<file path="config.mk">
export PLATFORM = sky130hd
export DESIGN_NAME = uart_ctrl_flat
export DESIGN_NICKNAME = d
export VERILOG_FILES = /design/src/rtl/uart_pkg.sv /design/src/rtl/uart_ctrl_if.sv /design/src/rtl/uart_baud_gen.sv /design/src/rtl/uart_ctrl.sv /design/src/flat_wrapper.sv
export SDC_FILE = /design/constraint.sdc
export NUM_CORES = 1
export LEC_CHECK = 0
export CORE_ASPECT_RATIO = 0.75
export CORE_MARGIN = 5
export CORE_UTILIZATION = 50
export CTS_CLUSTER_DIAMETER = 120
export DETAILED_ROUTE_END_ITERATION = 10
export PLACE_DENSITY = 0.7
export SLEW_MARGIN = 10
export SYNTH_ARGS = -nofsm -noshare
export SYNTH_HDL_FRONTEND = slang
export SYNTH_SLANG_ARGS = --single-unit
</file>
<file path="constraint.sdc">
create_clock -name clk -period 3.9 [get_ports clk]
set_input_delay 0.39 -clock clk [delete_from_list [all_inputs] [get_ports clk]]
set_output_delay 0.39 -clock clk [all_outputs]
set_load 0.01 [all_outputs]
</file>
<file path="src/rtl/uart_pkg.sv">
// Shared definitions for the UART controller: oversampling ratio and FSM state encodings.
// Latency: n/a (package only).
// Backpressure: n/a. Optional UART_PARITY_EN uses the *_PARITY states; otherwise they stay unused.
package uart_pkg;

  // Ticks per serial bit; RX samples mid-bit at the 8th tick after start detection.
  localparam int OVERSAMPLE = 16;

  typedef enum logic [2:0] {
    TX_IDLE,
    TX_START,
    TX_DATA,
    TX_PARITY,
    TX_STOP
  } tx_state_t;

  typedef enum logic [2:0] {
    RX_IDLE,
    RX_START,
    RX_DATA,
    RX_PARITY,
    RX_STOP
  } rx_state_t;

endpackage

</file>
<file path="src/rtl/uart_ctrl_if.sv">
// Parallel handshake bundle between the peripheral block (master) and the UART (slave).
// Latency: n/a (wires only).
// Backpressure: tx_status gates tx_en acceptance; rx_eff/rx_read form the receive handshake.
// Macro UART_PARITY_EN adds the rx_perr pulse.
interface uart_ctrl_if;
  logic [7:0] tx_data;     // byte to transmit, sampled on accept
  logic       tx_en;       // transmit strobe
  logic       tx_status;   // 1 = transmitter idle
  logic [7:0] rx_data;     // last committed received byte
  logic       rx_eff;      // rx_data valid and unread
  logic       rx_read;     // consumer acknowledge
  logic       rx_overrun;  // sticky: byte dropped while rx_eff was set
  logic       rx_ferr;     // one-cycle pulse: bad stop bit
`ifdef UART_PARITY_EN
  logic       rx_perr;     // one-cycle pulse: parity mismatch
`endif

  modport master (
    output tx_data, tx_en, rx_read,
`ifdef UART_PARITY_EN
    input  rx_perr,
`endif
    input  tx_status, rx_data, rx_eff, rx_overrun, rx_ferr
  );

  modport slave (
    input  tx_data, tx_en, rx_read,
`ifdef UART_PARITY_EN
    output rx_perr,
`endif
    output tx_status, rx_data, rx_eff, rx_overrun, rx_ferr
  );

endinterface

</file>
<file path="src/rtl/uart_baud_gen.sv">
// Oversample tick generator: divides clk by DIV, one-cycle tick, synchronous restart.
// Latency: first tick DIV cycles after the restart cycle.
// Backpressure: none; free-running except for restart.
// Ports: clk, reset (async active-low), restart (sync phase clear), tick (1-cycle pulse).
module uart_baud_gen #(
  parameter int DIV = 1
) (
  input  logic clk,
  input  logic reset,
  input  logic restart,
  output logic tick
);

  localparam int CW = (DIV > 1) ? $clog2(DIV) : 1;
  localparam logic [CW-1:0] LAST = CW'(DIV - 1);

  logic [CW-1:0] cnt;

  always_ff @(posedge clk or negedge reset) begin
    if (!reset) begin
      cnt <= '0;
    end else if (restart || cnt == LAST) begin
      cnt <= '0;
    end else begin
      cnt <= cnt + 1'b1;
    end
  end

  // No tick in the restart cycle so a restarted phase always counts a full DIV.
  assign tick = !restart && (cnt == LAST);

endmodule

</file>
<file path="src/rtl/uart_ctrl.sv">
// UART controller: parallel tx/rx handshakes <-> 8N1 serial pins, 16x oversampled RX.
// Latency: TX line low the edge after accept, frame 160*DIV cycles; rx_eff ~9.5 bits + 3 cycles after start edge.
// Backpressure: tx_en ignored while tx_status=0; RX drops and flags overrun when rx_eff still set.
// Ports: clk, reset (async active-low), bus (uart_ctrl_if.slave), uart_rx (async pin), uart_tx (idle high).
// Macro UART_PARITY_EN switches to 8E1 with TX_PARITY/RX_PARITY and the rx_perr pulse.
module uart_ctrl
  import uart_pkg::*;
#(
  parameter int CLK_FREQ  = 50_000_000,
  parameter int BAUD_RATE = 9600
) (
  input  logic        clk,
  input  logic        reset,
  uart_ctrl_if.slave  bus,
  input  logic        uart_rx,
  output logic        uart_tx
);

  // Clock cycles per oversample tick; the parameters must give at least 1.
  localparam int DIV = CLK_FREQ / (BAUD_RATE * OVERSAMPLE);
  localparam logic [3:0] TICK_LAST = 4'(OVERSAMPLE - 1);
  localparam logic [3:0] TICK_MID  = 4'(OVERSAMPLE / 2 - 1);

  // ---------------- TX ----------------
  tx_state_t  tx_state, tx_state_n;
  logic [3:0] tx_tick_cnt, tx_tick_cnt_n;
  logic [2:0] tx_bit_idx, tx_bit_idx_n;
  logic [7:0] tx_byte, tx_byte_n;
  logic       tx_line_n;
  logic       tx_restart, tx_tick;

  uart_baud_gen #(.DIV(DIV)) u_tx_baud (
    .clk     (clk),
    .reset   (reset),
    .restart (tx_restart),
    .tick    (tx_tick)
  );

  assign bus.tx_status = (tx_state == TX_IDLE);

  always_comb begin
    tx_state_n    = tx_state;
    tx_tick_cnt_n = tx_tick_cnt;
    tx_bit_idx_n  = tx_bit_idx;
    tx_byte_n     = tx_byte;
    tx_restart    = 1'b0;
    tx_line_n     = 1'b1;
    case (tx_state)
      TX_IDLE: begin
        if (bus.tx_en) begin
          tx_byte_n     = bus.tx_data;
          tx_restart    = 1'b1;
          tx_tick_cnt_n = '0;
          tx_state_n    = TX_START;
        end
      end
      default: begin
        if (tx_tick) begin
          tx_tick_cnt_n = tx_tick_cnt + 4'd1;
          if (tx_tick_cnt == TICK_LAST) begin
            case (tx_state)
              TX_START: begin
                tx_state_n   = TX_DATA;
                tx_bit_idx_n = '0;
              end
              TX_DATA: begin
                tx_bit_idx_n = tx_bit_idx + 3'd1;
                if (tx_bit_idx == 3'd7) begin
`ifdef UART_PARITY_EN
                  tx_state_n = TX_PARITY;
`else
                  tx_state_n = TX_STOP;
`endif
                end
              end
              TX_PARITY: tx_state_n = TX_STOP;
              default:   tx_state_n = TX_IDLE;
            endcase
          end
        end
      end
    endcase
    // The pin is registered from the next state so it changes on the same edge as the FSM.
    case (tx_state_n)
      TX_START:  tx_line_n = 1'b0;
      TX_DATA:   tx_line_n = tx_byte_n[tx_bit_idx_n];
      TX_PARITY: tx_line_n = ^tx_byte_n;
      default:   tx_line_n = 1'b1;
    endcase
  end

  always_ff @(posedge clk or negedge reset) begin
    if (!reset) begin
      tx_state    <= TX_IDLE;
      tx_tick_cnt <= '0;
      tx_bit_idx  <= '0;
      tx_byte     <= '0;
      uart_tx     <= 1'b1;
    end else begin
      tx_state    <= tx_state_n;
      tx_tick_cnt <= tx_tick_cnt_n;
      tx_bit_idx  <= tx_bit_idx_n;
      tx_byte     <= tx_byte_n;
      uart_tx     <= tx_line_n;
    end
  end

  // ---------------- RX ----------------
  logic       rx_meta, rx_s;
  rx_state_t  rx_state, rx_state_n;
  logic [3:0] rx_tick_cnt, rx_tick_cnt_n;
  logic [2:0] rx_bit_idx, rx_bit_idx_n;
  logic [7:0] rx_shreg, rx_shreg_n;
  logic       rx_wait_hi, rx_wait_hi_n;
  logic       rx_restart, rx_tick;
  logic       commit, ferr_n, perr_n;
  logic [7:0] rx_data_q;
  logic       rx_eff_q, rx_overrun_q, rx_ferr_q;
`ifdef UART_PARITY_EN
  logic       rx_par, rx_par_n;
  logic       rx_perr_q;
`endif

  uart_baud_gen #(.DIV(DIV)) u_rx_baud (
    .clk     (clk),
    .reset   (reset),
    .restart (rx_restart),
    .tick    (rx_tick)
  );

  // Two-flop synchronizer; resets to the idle line level so reset never looks like a start bit.
  always_ff @(posedge clk or negedge reset) begin
    if (!reset) begin
      rx_meta <= 1'b1;
      rx_s    <= 1'b1;
    end else begin
      rx_meta <= uart_rx;
      rx_s    <= rx_meta;
    end
  end

  always_comb begin
    rx_state_n    = rx_state;
    rx_tick_cnt_n = rx_tick_cnt;
    rx_bit_idx_n  = rx_bit_idx;
    rx_shreg_n    = rx_shreg;
    rx_wait_hi_n  = rx_wait_hi;
    rx_restart    = 1'b0;
    commit        = 1'b0;
    ferr_n        = 1'b0;
    perr_n        = 1'b0;
`ifdef UART_PARITY_EN
    rx_par_n      = rx_par;
`endif
    case (rx_state)
      RX_IDLE: begin
        // After a framing error the line may still be low; hold off until it returns high.
        if (rx_wait_hi) begin
          if (rx_s) rx_wait_hi_n = 1'b0;
        end else if (!rx_s) begin
          rx_restart    = 1'b1;
          rx_tick_cnt_n = '0;
          rx_state_n    = RX_START;
        end
      end
      RX_START: begin
        if (rx_tick) begin
          rx_tick_cnt_n = rx_tick_cnt + 4'd1;
          if (rx_tick_cnt == TICK_MID) begin
            if (!rx_s) begin
              rx_state_n    = RX_DATA;
              rx_tick_cnt_n = '0;
              rx_bit_idx_n  = '0;
            end else begin
              rx_state_n = RX_IDLE;
            end
          end
        end
      end
      default: begin
        if (rx_tick) begin
          rx_tick_cnt_n = rx_tick_cnt + 4'd1;
          if (rx_tick_cnt == TICK_LAST) begin
            case (rx_state)
              RX_DATA: begin
                rx_shreg_n   = {rx_s, rx_shreg[7:1]};
                rx_bit_idx_n = rx_bit_idx + 3'd1;
                if (rx_bit_idx == 3'd7) begin
`ifdef UART_PARITY_EN
                  rx_state_n = RX_PARITY;
`else
                  rx_state_n = RX_STOP;
`endif
                end
              end
`ifdef UART_PARITY_EN
              RX_PARITY: begin
                rx_par_n   = rx_s;
                rx_state_n = RX_STOP;
              end
`endif
              default: begin
                rx_state_n   = RX_IDLE;
                ferr_n       = !rx_s;
                rx_wait_hi_n = !rx_s;
`ifdef UART_PARITY_EN
                perr_n       = rx_par ^ (^rx_shreg);
`endif
                commit       = rx_s && !perr_n;
              end
            endcase
          end
        end
      end
    endcase
  end

  always_ff @(posedge clk or negedge reset) begin
    if (!reset) begin
      rx_state    <= RX_IDLE;
      rx_tick_cnt <= '0;
      rx_bit_idx  <= '0;
      rx_shreg    <= '0;
      rx_wait_hi  <= 1'b0;
`ifdef UART_PARITY_EN
      rx_par      <= 1'b0;
`endif
    end else begin
      rx_state    <= rx_state_n;
      rx_tick_cnt <= rx_tick_cnt_n;
      rx_bit_idx  <= rx_bit_idx_n;
      rx_shreg    <= rx_shreg_n;
      rx_wait_hi  <= rx_wait_hi_n;
`ifdef UART_PARITY_EN
      rx_par      <= rx_par_n;
`endif
    end
  end

  // A commit in the same cycle as rx_read wins, so the new byte is never lost.
  always_ff @(posedge clk or negedge reset) begin
    if (!reset) begin
      rx_data_q    <= 8'h00;
      rx_eff_q     <= 1'b0;
      rx_overrun_q <= 1'b0;
      rx_ferr_q    <= 1'b0;
`ifdef UART_PARITY_EN
      rx_perr_q    <= 1'b0;
`endif
    end else begin
      rx_ferr_q <= ferr_n;
`ifdef UART_PARITY_EN
      rx_perr_q <= perr_n;
`endif
      if (commit && (!rx_eff_q || bus.rx_read)) begin
        rx_data_q <= rx_shreg;
        rx_eff_q  <= 1'b1;
      end else if (bus.rx_read) begin
        rx_eff_q  <= 1'b0;
      end
      if (bus.rx_read) begin
        rx_overrun_q <= 1'b0;
      end else if (commit && rx_eff_q) begin
        rx_overrun_q <= 1'b1;
      end
    end
  end

  assign bus.rx_data    = rx_data_q;
  assign bus.rx_eff     = rx_eff_q;
  assign bus.rx_overrun = rx_overrun_q;
  assign bus.rx_ferr    = rx_ferr_q;
`ifdef UART_PARITY_EN
  assign bus.rx_perr    = rx_perr_q;
`endif

endmodule
</file>
<file path="src/flat_wrapper.sv">
// flat-port wrapper written by rule: the top's interface ports become plain ports
module uart_ctrl_flat import uart_pkg::*;
#(
  parameter int CLK_FREQ  = 50_000_000,
  parameter int BAUD_RATE = 9600
)
  (clk, reset, uart_rx, uart_tx, bus_tx_data, bus_tx_en, bus_rx_read, bus_tx_status, bus_rx_data, bus_rx_eff, bus_rx_overrun, bus_rx_ferr);
  uart_ctrl_if bus_i ();
  input  logic clk;
  input  logic reset;
  input  logic uart_rx;
  output logic uart_tx;
  input wire logic [$bits(bus_i.tx_data)-1:0] bus_tx_data;
  input wire logic [$bits(bus_i.tx_en)-1:0] bus_tx_en;
  input wire logic [$bits(bus_i.rx_read)-1:0] bus_rx_read;
  output wire logic [$bits(bus_i.tx_status)-1:0] bus_tx_status;
  output wire logic [$bits(bus_i.rx_data)-1:0] bus_rx_data;
  output wire logic [$bits(bus_i.rx_eff)-1:0] bus_rx_eff;
  output wire logic [$bits(bus_i.rx_overrun)-1:0] bus_rx_overrun;
  output wire logic [$bits(bus_i.rx_ferr)-1:0] bus_rx_ferr;
  assign bus_i.tx_data = bus_tx_data;
  assign bus_i.tx_en = bus_tx_en;
  assign bus_i.rx_read = bus_rx_read;
  assign bus_tx_status = bus_i.tx_status;
  assign bus_rx_data = bus_i.rx_data;
  assign bus_rx_eff = bus_i.rx_eff;
  assign bus_rx_overrun = bus_i.rx_overrun;
  assign bus_rx_ferr = bus_i.rx_ferr;
  uart_ctrl #(.CLK_FREQ(CLK_FREQ), .BAUD_RATE(BAUD_RATE)) u_core (.clk(clk), .reset(reset), .bus(bus_i), .uart_rx(uart_rx), .uart_tx(uart_tx));
endmodule
</file>
==> run_results.csv, run 1 <==
group,metric,value,unit
outcome,status,"completed",
synthesis,ys_ff_latch,69,
synthesis,synth_cells,317,
die,floorplan.initialDensity,50.6,%
synthesis,synth_commonest_cells,"dfrtp_1, nand2_1, nor2_1",
cts,cts_made_buffers,9,
place,portBuffers,25,
timing,tightest_slew,1.15,ns
global_routing,antenna_found_initial,0,
setup_path,critical_path.top_delay_family,"simple AND/OR/NAND/NOR gates",
die,fp.dieW,105,um
routing,wl,6.63,mm
cts,cts_htree_levels,3,
synthesis,synthFlopType,"dfrtp_1",
place,pre_cts_ws,1.25,ns
cells_and_area,nets,368,
setup_path,end_kind,"flop",
routing,drt_pass1_iterations,6,
synthesis,synth_most_common_cell,"dfrtp_1",
timing,setup-tns-final,0,ns
cells_and_area,area_delta_synth_final,15.4,%
setup_path,worst-endpoint-arrival,2.96,ns
cells_and_area,antenna-diode-count,0,
synthesis,synth-edff-count,0,
global_routing,grt_pass1_wl,11.6,mm
cells_and_area,fillerInstances,570,
die,die-area,0.00854,sq mm
synthesis,synthArstFlopShare,100,%
pwr,pwr-share-clk,40.6,%
synthesis,avgSynthCellArea,10.7,sq um
setup_path,critPathMaxStageDelay,0.67,ns
setup_path,path_buf_inv,0,
routing,wl_per_cell,15.3,um
cts,clockRootBuffer,"clkbuf_8",
synthesis,syn-cell-area,0.00339,sq mm
cts,cts_tree,"built",
routing,ant_nets,0,
timing,min_period_over_period,69.1,%
die,core-area,0.00670,sq mm
place,routabilityCongestion,0.841,
routing,drt_iter0_markers,103,
cts,cts_buffer_depth,2,
synthesis,netlist_top_cells_area,"dfrtp_1, mux2_2, nand2_1",
cts,path_clk_slew,0.07,ns
timing,finalHoldViolations,0,
setup_path,crit_path_start_kind,"flop",
timing,finalCriticalPeriod,2.69,ns
global_routing,grt_max_degree,48,
cts,post-cts-setup-buffers,0,
cells_and_area,drive_gt1_share,15.4,%
pwr,vdd_drop_max,0.000152,V
die,io_pins,26,
timing,setup_slack,1.21,ns
routing,post_drt_via_cell_ratio,5.51,
timing,slew_headroom,22.7,%
global_routing,met2_usage,23.0,%
setup_path,crit_fanout,7,
pwr,p_per_area,334,mW/mm^2
synthesis,synth_top_cell_by_area,"dfrtp_1",
synthesis,syn_nets,340,
setup_path,critPathKind,"reg2reg",
global_routing,top_usage_layer,"met1",
setup_path,required,4.17,ns
timing,rsz0062_at_grt,"no",
synthesis,synth_top_area_share,48.7,%
worst_hold_path,min_path_type,"in2async",
place,hpwl,4.78,mm
setup_path,cpMaxStageDelayCell,"or4b_1",
synthesis,yosysWarnings,0,
pwr,power_leakage,1.75,nW
pwr,net-switching-power,310,uW
timing,maxSlewViolCount,0,
global_routing,grt_overflow,0,
job,max_cap_violations,0,
timing,setup_viol,0,
pwr,pwr-share-seq,55.6,%
setup_path,crit_path_cell_trace,"or4b_1 > o41a_1 > nor3_1 > mux4_2 > a211oi_1 > a211oi_2",
global_routing,grt_pass1_vias,2274,
global_routing,met1_usage,26.1,%
global_routing,met3_usage,4.45,%
timing,fin_skew,0.0109,ns
synthesis,yosysSeqAreaShare,51.1,%
cells_and_area,final_util,58.3,%
setup_path,path_depth,6,
cts,cts_hold_buf,0,
pwr,swShare,23.7,%
routing,drc,0,
setup_path,reg2reg_depth,6,
routing,via_count,2393,
pwr,pwr-share-comb,3.8,%
pwr,power.internal,996,uW
die,die_y,81.3,um
cts,cts_resized,0,
cts,clock_latency,0.34,ns
cts,cts.sinks,69,
global_routing,grt_use_total,17.2,%
die,row_count,26,
timing,fmax,371,MHz
synthesis,synth.distinct_cells,52,
## layout by cell type (no fill, tap or decap), types with 4 or more instances in the layout
master,n
dfrtp_1,66
nand2_1,35
nor2_1,28
clkdlybuf4s50_1,24
mux2_2,23
o21ai_0,18
nand3_1,12
xor2_1,12
xnor2_1,10
ha_1,10
clkbuf_8,10
inv_1,9
nor3_1,8
a21oi_1,6
nand4_1,5
a21o_1,4
nor4_1,4
nor2b_1,4
nand2b_1,4
## sequential cells by signal, indices dropped and copies added, names as in the netlist, 4 cells and up
signal,cells
u_core.bus.rx_data,8
u_core.u_rx_baud.cnt,9
u_core.tx_byte,8
u_core.rx_tick_cnt,4
u_core.tx_tick_cnt,4
u_core.rx_shreg,8
u_core.u_tx_baud.cnt,9
## cell type report
cell class	count	area [sq um]	area share, %
multi-input cells	228	1590	40.6
inverters	9	33.8	0.864
clock inverters	6	47.5	1.22
repair buffers	28	268	6.85
flip-flops and latches	69	1730	44.3
clock buffers	10	138	3.52
well taps	84	105	2.69
## metal layers
metal	vias to the layer above	wire, um
met5	-	0
met4	0	100
met3	8	236
met2	33	2800
met1	1171	3490
li1	1181	-
## power by group through the flow
stage	Clock [mW]	Sequential [mW]	Combinational [mW]
finish	0.530	0.727	0.0496
global placement	0	0.740	0.0504
global route	0.587	0.727	0.0552
detailed placement	0	0.741	0.0502
floorplan	0	0.738	0.0199
CTS	0.551	0.727	0.0506
## cell families after synthesis
group           count (synthesis)  share of synthesized area (%)
fa+ha+maj                      10                           3.69
flops                          69                           51.1
simple gates                  123                           18.6
mux                            26                           8.90
xor+xnor                       22                           5.69
compound gates                 47                           9.75
buf+inv                        20                           2.29
## final timing paths
check | from | end | slack (ns)
hold / removal | reset | u_core.rx_bit_idx[1] | 0.22
setup reg to reg | u_core.u_tx_baud.cnt[3] | u_core.uart_tx | 1.21
hold reg to reg | u_core.rx_meta | u_core.rx_s | 0.36
max in group asynchronous | reset | u_core.uart_tx | 2.75
setup / recovery | u_core.u_tx_baud.cnt[3] | u_core.uart_tx | 1.21
min in group clk | u_core.rx_meta | u_core.rx_s | 0.36
## per-stage QoR
step                      std cells  cell area [sq um]  hold WS [ns]  power (mW)
after floorplan                 317               3390        0.0944       0.758
after global placement          418               3720         0.347       0.791
after detailed placement        418               3720         0.351       0.791
after CTS                       434               3910         0.257        1.33
after global routing            434               3910         0.302        1.37
final                           434               3910         0.219        1.31
No activity file was read; power rests on OpenSTA's default activity.
==> run 2: changes to the inputs <==
==> constraint.sdc (replaced) <==
create_clock -name clk -period 2.8 [get_ports clk]
set_input_delay 0.28 -clock clk [delete_from_list [all_inputs] [get_ports clk]]
set_output_delay 0.28 -clock clk [all_outputs]
set_load 0.01 [all_outputs]
==> run 2 against run 1 <==
Routed wire length grew 3.1%. Clock skew shrank 0.0041 ns. Combinational power grew 42%. Register-to-register slack lost 1.0 ns. Critical path depth is the same. Sequential share of layout area shrank 0.92 points. Highest routed layer unchanged.
==> run_results.csv, run 2 (synthesis results as in run 1) <==
group,metric,value,unit
cells_and_area,multi_input_area,0.00160,sq mm
cells_and_area,seq_area,0.00173,sq mm
die,floorplan.initialDensity,50.6,%
setup_path,required,3.06,ns
timing,min_period_over_period,93.1,%
pwr,power_leakage,1.79,nW
place,routabilityCongestion,0.849,
timing,finalCriticalPeriod,2.61,ns
cts,clockRootBuffer,"clkbuf_8",
timing,fmax,384,MHz
timing,maxSlewViolCount,0,
setup_path,reg2reg_slack,0.19,ns
global_routing,grt_overflow,0,
routing,wl_per_cell,15.5,um
cts,clock_latency,0.33,ns
timing,setup_slack,0.193,ns
setup_path,crit_fanout,7,
global_routing,grt_pass1_wl,11.8,mm
setup_path,critPathKind,"reg2reg",
cts,cts_tree,"built",
routing,wl,6.84,mm
cells_and_area,area_delta_synth_final,17.8,%
setup_path,reg2reg_depth,6,
worst_hold_path,min_to,"u_core.rx_meta",
setup_path,r2r_end,"u_core.uart_tx",
cells_and_area,final_cell_mix,"dfrtp_1, nand2_1, nor2_1",
cells_and_area,final_common_cell,"dfrtp_1",
pwr,vdd_drop_max,0.000232,V
global_routing,grt_pass1_vias,2369,
routing,drc,0,
cells_and_area,drive_gt1_share,17.1,%
setup_path,crit_path_start_kind,"flop",
timing,finalHoldViolations,0,
routing,ant_nets,0,
routing,via_count,2441,
setup_path,worst-endpoint-arrival,2.86,ns
cells_and_area,antenna-diode-count,0,
timing,rsz0062_at_grt,"no",
cts,cts_htree_levels,3,
die,core-area,0.00670,sq mm
timing,setup-tns-final,0,ns
cts,path_clk_slew,0.08,ns
place,pre_cts_ws,0.111,ns
global_routing,antenna_found_initial,0,
timing,setup_viol,0,
routing,drt_pass1_iterations,4,
cells_and_area,fin_area,0.00399,sq mm
cells_and_area,nets,374,
global_routing,grt_use_total,17.4,%
die,io_pins,26,
global_routing,grt_max_degree,27,
timing,slew_headroom,43.7,%
timing,tightest_slew,0.833,ns
cts,cts.sinks,69,
outcome,status,"completed",
setup_path,end_kind,"flop",
cells_and_area,fillerInstances,563,
place,dpl_cell_area,0.00376,sq mm
worst_hold_path,min_path_type,"in2reg",
worst_hold_path,hp-start,"uart_rx",
cts,cts_buffer_depth,2,
cts,cts_made_buffers,9,
place,hpwl,5.06,mm
pwr,p_per_area,479,mW/mm^2
setup_path,timing.rr.start,"u_core.u_tx_baud.cnt[3]",
die,die-area,0.00854,sq mm
die,row_count,26,
die,die_y,81.3,um
job,max_cap_violations,0,
pwr,total_power,1.91,mW
routing,drt_iter0_markers,138,
place,portBuffers,25,
timing,fin_skew,0.00675,ns
die,fp.dieW,105,um
worst_hold_path,hold_path_depth,1,
cells_and_area,top_regs,"u_core.u_rx_baud.cnt (9), u_core.u_tx_baud.cnt (9)",
routing,post_drt_via_cell_ratio,5.55,
==> run 2: cell type report <==
class,instances,share of cell area (%)
flip-flops and latches,69,43.4
multi-input cells,228,40.0
repair buffers,34,7.90
clock buffers,11,3.79
well taps,84,2.63
clock inverters,5,1.47
inverters,9,0.846
==> run 2: worst max path at each step <==
stage / startpoint / end / slack (ns)
after detailed placement: u_core.u_tx_baud.cnt[3] / u_core.uart_tx / 0.11
final: u_core.u_tx_baud.cnt[3] / u_core.uart_tx / 0.19
after floorplan: u_core.u_tx_baud.cnt[3] / u_core.uart_tx / 0.32
after global routing: u_core.u_tx_baud.cnt[3] / u_core.uart_tx / 0.03
after global placement: u_core.u_tx_baud.cnt[3] / u_core.uart_tx / 0.22
after CTS: u_core.u_tx_baud.cnt[3] / u_core.uart_tx / 0.1
==> run 2: where the power goes <==
part / leakage [nW] / internal, mW / switching (mW)
clock network: 0.102 / 0.460 / 0.370
logic: 0.799 / 0.0340 / 0.0362
registers: 0.889 / 1.00 / 0.00761
total: 1.79 / 1.50 / 0.414
==> run 2: what timing repair did <==
action | 4_1_cts | 5_1_grt
hold buffers | 1 | 0
buffers inserted | 0 | 0
endpoints found under the hold margin | 21 | 0
resized for setup | 0 | 1
setup endpoints to repair | 0 | 1
==> run 2: per-stage QoR <==
| step | hold slack, ns | utilization, % | instances |
|---|---|---|---|
| after CTS | 0.338 | 59.4 | 440 |
| final | 0.346 | 59.6 | 440 |
| after detailed placement | 0.311 | 56.1 | 423 |
| after global routing | 0.350 | 59.6 | 440 |
| after floorplan | -0.0156 | - | 317 |
| after global placement | 0.310 | 56.1 | 423 |
==> run 2: worst max-delay path, stage by stage, from the launching register on <==
cell	delay [ns]
dfrtp_1	0.43
or4b_1	0.68
o41a_1	0.50
nor3_2	0.25
mux4_2	0.33
a211oi_1	0.29
a211oi_2	0.06
==> run 2: metal layers <==
metal	part of all wire [%]	up-vias	track usage [%]
li1	-	1195	-
met4	0.99	0	4.98
met3	4.3	7	3.65
met5	0	-	0
met2	45	41	25.4
met1	50	1198	26.1
